<file path="src/rtl/mem_port_arb.sv">
// Two-requester arbiter in front of a single-write / single-read memory port.
// Grants are combinational; read data returns two cycles after acceptance and
// is steered back to its owner by a {valid, owner} tag pipeline.
module mem_port_arb #(
  parameter int unsigned ADDR_W = 16,
  parameter int unsigned DATA_W = 16
) (
  input  logic              clk,
  input  logic              rst_n,
  // requester a
  input  logic              a_req,
  input  logic              a_we,
  input  logic [ADDR_W-1:0] a_addr,
  input  logic [DATA_W-1:0] a_wdata,
  output logic              a_gnt,
  output logic              a_rvalid,
  output logic [DATA_W-1:0] a_rdata,
  // requester b
  input  logic              b_req,
  input  logic              b_we,
  input  logic [ADDR_W-1:0] b_addr,
  input  logic [DATA_W-1:0] b_wdata,
  output logic              b_gnt,
  output logic              b_rvalid,
  output logic [DATA_W-1:0] b_rdata,
  // memory
  output logic [ADDR_W-1:0] mem_raddr,
  input  logic [DATA_W-1:0] mem_rdata,
  output logic              mem_we,
  output logic [ADDR_W-1:0] mem_waddr,
  output logic [DATA_W-1:0] mem_wdata,
  // statistics
  output logic [15:0]       conflict_cnt
);

  localparam int unsigned CNT_W = 16;
  localparam logic [CNT_W-1:0] CNT_MAX = '1;

  logic              r_last_b;   // 1 = b was granted most recently
  logic [ADDR_W-1:0] r_raddr;    // last accepted read address
  logic              r_s1_vld;
  logic              r_s1_own;   // 1 = owner is b
  logic              r_s2_vld;
  logic              r_s2_own;
  logic [CNT_W-1:0]  r_cnt;

  logic              w_a_gnt;
  logic              w_b_gnt;
  logic              w_acc;
  logic              w_sel_we;
  logic [ADDR_W-1:0] w_sel_addr;
  logic [DATA_W-1:0] w_sel_wdata;
  logic              w_wr;
  logic              w_rd;
  logic              w_both;

  // Arbitration: lone requester wins; on a tie the one not granted last wins.
  always_comb begin
    w_a_gnt = 1'b0;
    w_b_gnt = 1'b0;
    if (rst_n) begin
      if (a_req && b_req) begin
        w_a_gnt = r_last_b;
        w_b_gnt = !r_last_b;
      end else begin
        w_a_gnt = a_req;
        w_b_gnt = b_req;
      end
    end
  end

  // Select the winning requester's transaction.
  always_comb begin
    w_acc       = w_a_gnt | w_b_gnt;
    w_sel_we    = w_b_gnt ? b_we    : a_we;
    w_sel_addr  = w_b_gnt ? b_addr  : a_addr;
    w_sel_wdata = w_b_gnt ? b_wdata : a_wdata;
    w_wr        = w_acc & w_sel_we;
    w_rd        = w_acc & ~w_sel_we;
    w_both      = a_req & b_req;
  end

  // Last-grant pointer; reset makes b the winner of the first tie.
  always_ff @(posedge clk or negedge rst_n) begin
    if (!rst_n) begin
      r_last_b <= 1'b0;
    end else if (w_acc) begin
      r_last_b <= w_b_gnt;
    end
  end

  // Read address hold register so mem_raddr is stable between reads.
  always_ff @(posedge clk or negedge rst_n) begin
    if (!rst_n) begin
      r_raddr <= '0;
    end else if (w_rd) begin
      r_raddr <= w_sel_addr;
    end
  end

  // Two-stage tag pipeline matching the memory read latency.
  always_ff @(posedge clk or negedge rst_n) begin
    if (!rst_n) begin
      r_s1_vld <= 1'b0;
      r_s1_own <= 1'b0;
      r_s2_vld <= 1'b0;
      r_s2_own <= 1'b0;
    end else begin
      r_s1_vld <= w_rd;
      r_s1_own <= w_b_gnt;
      r_s2_vld <= r_s1_vld;
      r_s2_own <= r_s1_own;
    end
  end

  // Saturating count of cycles where both requesters asked.
  always_ff @(posedge clk or negedge rst_n) begin
    if (!rst_n) begin
      r_cnt <= '0;
    end else if (w_both && (r_cnt != CNT_MAX)) begin
      r_cnt <= r_cnt + CNT_W'(1);
    end
  end

  assign a_gnt        = w_a_gnt;
  assign b_gnt        = w_b_gnt;
  assign mem_we       = w_wr;
  assign mem_waddr    = w_wr ? w_sel_addr  : '0;
  assign mem_wdata    = w_wr ? w_sel_wdata : '0;
  assign mem_raddr    = w_rd ? w_sel_addr  : r_raddr;
  assign a_rvalid     = r_s2_vld & ~r_s2_own;
  assign b_rvalid     = r_s2_vld &  r_s2_own;
  assign a_rdata      = a_rvalid ? mem_rdata : '0;
  assign b_rdata      = b_rvalid ? mem_rdata : '0;
  assign conflict_cnt = r_cnt;

endmodule

</file>
<file path="config.mk">
export PLATFORM = sky130hd
export DESIGN_NAME = mem_port_arb
export DESIGN_NICKNAME = d
export VERILOG_FILES = /design/src/rtl/mem_port_arb.sv
export SDC_FILE = /design/constraint.sdc
export NUM_CORES = 1
export LEC_CHECK = 0
export ABC_AREA = 1
export CAP_MARGIN = 20
export CELL_PAD_IN_SITES_DETAIL_PLACEMENT = 0
export CELL_PAD_IN_SITES_GLOBAL_PLACEMENT = 1
export CORE_MARGIN = 2
export CORE_UTILIZATION = 23
export CTS_BUF_LIST = sky130_fd_sc_hd__clkbuf_4
export CTS_CLUSTER_SIZE = 14
export DETAILED_ROUTE_END_ITERATION = 7
export PLACE_DENSITY_LB_ADDON = 0.3
export REMOVE_ABC_BUFFERS = 1
export SYNTH_ARGS = -nofsm -noshare
export SYNTH_HDL_FRONTEND = slang
export SYNTH_SLANG_ARGS = --single-unit
</file>
<file path="constraint.sdc">
create_clock -name clk -period 1.5 [get_ports clk]
set_clock_uncertainty 0.05 [all_clocks]
set_input_delay 0.15 -clock clk [delete_from_list [all_inputs] [get_ports clk]]
set_output_delay 0.15 -clock clk [all_outputs]
set_load 0.02 [all_outputs]
</file>
==> flow_metrics.tcl <==
set metrics [dict create \
    die_x_um 111.3 \
    cpLargestDelayFamily "flip-flops" \
    hpwl_mm 7.366 \
    r2r_start "conflict_cnt[8]" \
    place_congestion 0.7502 \
    worstSkewPairLatency_ns 0.34 \
    drive_gt1_share_pct 33.64 \
    end_kind "primary output" \
    cts_buffers 5 \
    clock_path_buffers 2 \
    synth_common_cells "153 x nand2_1, 80 x nor2_1, 67 x inv_1, 37 x dfrtp_1, 19 x o21ai_0" \
    port_buffers 186 \
    crit_path_max_incr_delay_ns 0.40 \
    placementRows 39 \
    drv_cap 0 \
    antenna_cells 0 \
    cp.arrival_ns 1.75 \
    io_pins 187 \
    synth_area_leaders "dfrtp_1 35%, nand2_1 22%, nor2_1 11%" \
    ys_seq_elements 37 \
    dr.pass1.iters 4 \
    drt-initial-drc-count 87 \
    die_h_um 111.3 \
    critical_path.max_fanout 17 \
    crit_path_start "r_last_b" \
    syn_inst 427 \
    vias 3358 \
    fmax_mhz 513.5 \
    ir_drop_mv 0.5375 \
    dp_cells 763 \
    avgSynthCellArea_um2 6.203 \
    gr-total-overflow 0 \
    yosysWarnings 0 \
    vias_per_cell 4.261 \
    worst_setup_path_start_kind "flip-flop" \
    multiInputGateArea_mm2 0.001754 \
    grt_pass1_vias 3314 \
    start_util_pct 23.40 \
    syn_area_mm2 0.002649 \
    period_needed_ns 1.947 \
    yosysSeqAreaShare_pct 34.96 \
    whs_ns 0.1837 \
    antenna_found_initial 0 \
    yosysTopAreaCellShare_pct 34.96 \
    wl_mm 10.22 \
    critPathRequiredTime_ns 1.30 \
    drtAntennaViolNets 0 \
    yosysUniqueCellTypes 26 \
    async_reset_ff_share_pct 100.0 \
    max_slew.worst_pin.slew_ns 0.4600 \
    setup_viol 78 \
    fill_cells 1151 \
    seq_area_um2 933.4 \
    synth_edf_count 0 \
    worst-path-buf-inv 2 \
    finalWorstSetupSlack_ns -0.4474 \
    dpl-instance-area_mm2 0.004796 \
    stdcell_area_mm2 0.005465 \
    grt_use_total_pct 15.33 \
    final_cells 788 \
    coreArea_mm2 0.01132 \
    synth_largest_area_cell "dfrtp_1" \
    min_period_over_period_pct 129.8 \
    crit_chain "nand2_2, nand3_4, o21ai_4, nand2_4, buf_12, o21ai_2, buf_6" \
    violations "negative setup slack" \
    cts-root-buf "clkbuf_4" \
    pre_cts_ws_ns -0.8734 \
    die_area_mm2 0.01239 \
    ys.flop_type "dfrtp_1" \
    final_nets 731 \
    wl_per_cell_um 12.97 \
    status "complete, but fails checks" \
    cts_sinks 37 \
    grt_max_degree 35 \
    htreeDepth 2 \
    clk_pin_slew_ns 0.11 \
    syn_to_final_growth_pct 106.3 \
    finalHoldViolCount 0 \
    leakagePower_nw 2.788 \
    slowest_stage "dfrtp_1" \
    power.density_mw_per_mm2 676.4 \
    cts_tree "done" \
    slew-limit-headroom_pct 69.34 \
    final_max_slew_viol_count 0 \
    route.detailed.drc 0 \
    rsz0062_at_grt "true" \
    crit_type "reg -> out" \
    synth.most_common_cell "nand2_1" \
    min_path_type "in -> async" \
    grt_pass1_wl_mm 15.73 \
]
## area by class of cell
cell class	count	area share, %
multi-input combinational	305	32.10
timing repair buffer	224	41.41
sequential	37	17.08
tap	143	3.274
clock inverter	3	0.2289
clock buffer	5	0.6868
timing repair inverter	1	0.1374
inverter	70	5.082
## flip-flops by register name (all words and copies together) (netlist names)
register      flops
conflict_cnt     16
r_last_b          1
r_raddr          16
r_s1_own          1
r_s1_vld          1
r_s2_own          1
r_s2_vld          1
## worst reg2reg max path, cell delays in order, from the launching register on
cell	delay [ns]
dfrtp_1	0.49
nand4_1	0.22
nor2_4	0.18
a21oi_2	0.08
buf_4	0.17
nand2_1	0.07
nand2_1	0.05
## kinds of logic after synthesis
logic type                 Yosys count  share of synthesized area [%]
buffers and inverters               86                          14.60
DFF                                 37                          34.96
and+or+nand+nor                    255                          38.92
AOI/OAI and AO/OA                   40                          8.408
adders and majority gates            1                         0.4723
xor gates and xnor gates             8                          2.645
## path summary, 6_finish.rpt
path | depth (start not counted) | slack, ns | to
min in group clk | 4 | 0.24 | r_last_b
setup reg to reg | 6 | 0.08 | conflict_cnt[13]
setup / recovery | 7 | -0.45 | mem_raddr[1]
max in group asynchronous | 3 | 0.52 | conflict_cnt[13]
hold reg to reg | 0 | 0.31 | r_s2_vld
hold / removal | 2 | 0.18 | r_last_b
## metrics by stage
step / utilization (%) / total power [mW] / setup TNS [ns]
after floorplan: - / 1.991 / -31.47
final: 48.28 / 3.697 / -22.84
after CTS: 44.25 / 3.620 / -24.79
after detailed placement: 42.36 / 2.931 / -48.20
after global placement: 42.36 / 2.919 / -47.03
after global routing: 48.28 / 3.945 / -32.05
## metal layers
layer	vias up	global-route usage, %	routed length [um]
li1	1705	-	-
met1	1529	16.77	3798
met2	113	28.21	5431
met3	11	5.960	871
met4	0	3.045	116
met5	-	0	0
## where the power goes
group | switching [mW] | internal, mW | total, mW
registers | 0.111 | 1.15 | 1.26
logic | 0.993 | 0.928 | 1.92
clock network | 0.342 | 0.170 | 0.513
## cell usage in the layout (no fill, tap or decap), types with 10 or more instances in the layout
master | synthesis | layout
dlygate4sd2_1 | 0 | 16
nand2_1 | 153 | 143
buf_4 | 4 | 57
buf_6 | 6 | 51
o21ai_2 | 3 | 10
inv_1 | 67 | 65
nor2_1 | 80 | 45
nor2_4 | 1 | 29
dfrtp_1 | 37 | 31
clkdlybuf4s50_1 | 0 | 83
nand2_2 | 3 | 10
## repair_timing
item | CTS | global route
buffers inserted | 7 | 3
resized for setup | 519 | 105
endpoints found under the setup margin | 101 | 104
gates cloned | 2 | 4
pin swaps | 6 | 7
endpoints found under the hold margin | 37 | 0
hold buffers | 1 | 0
Power figures use the tool's default switching activity.
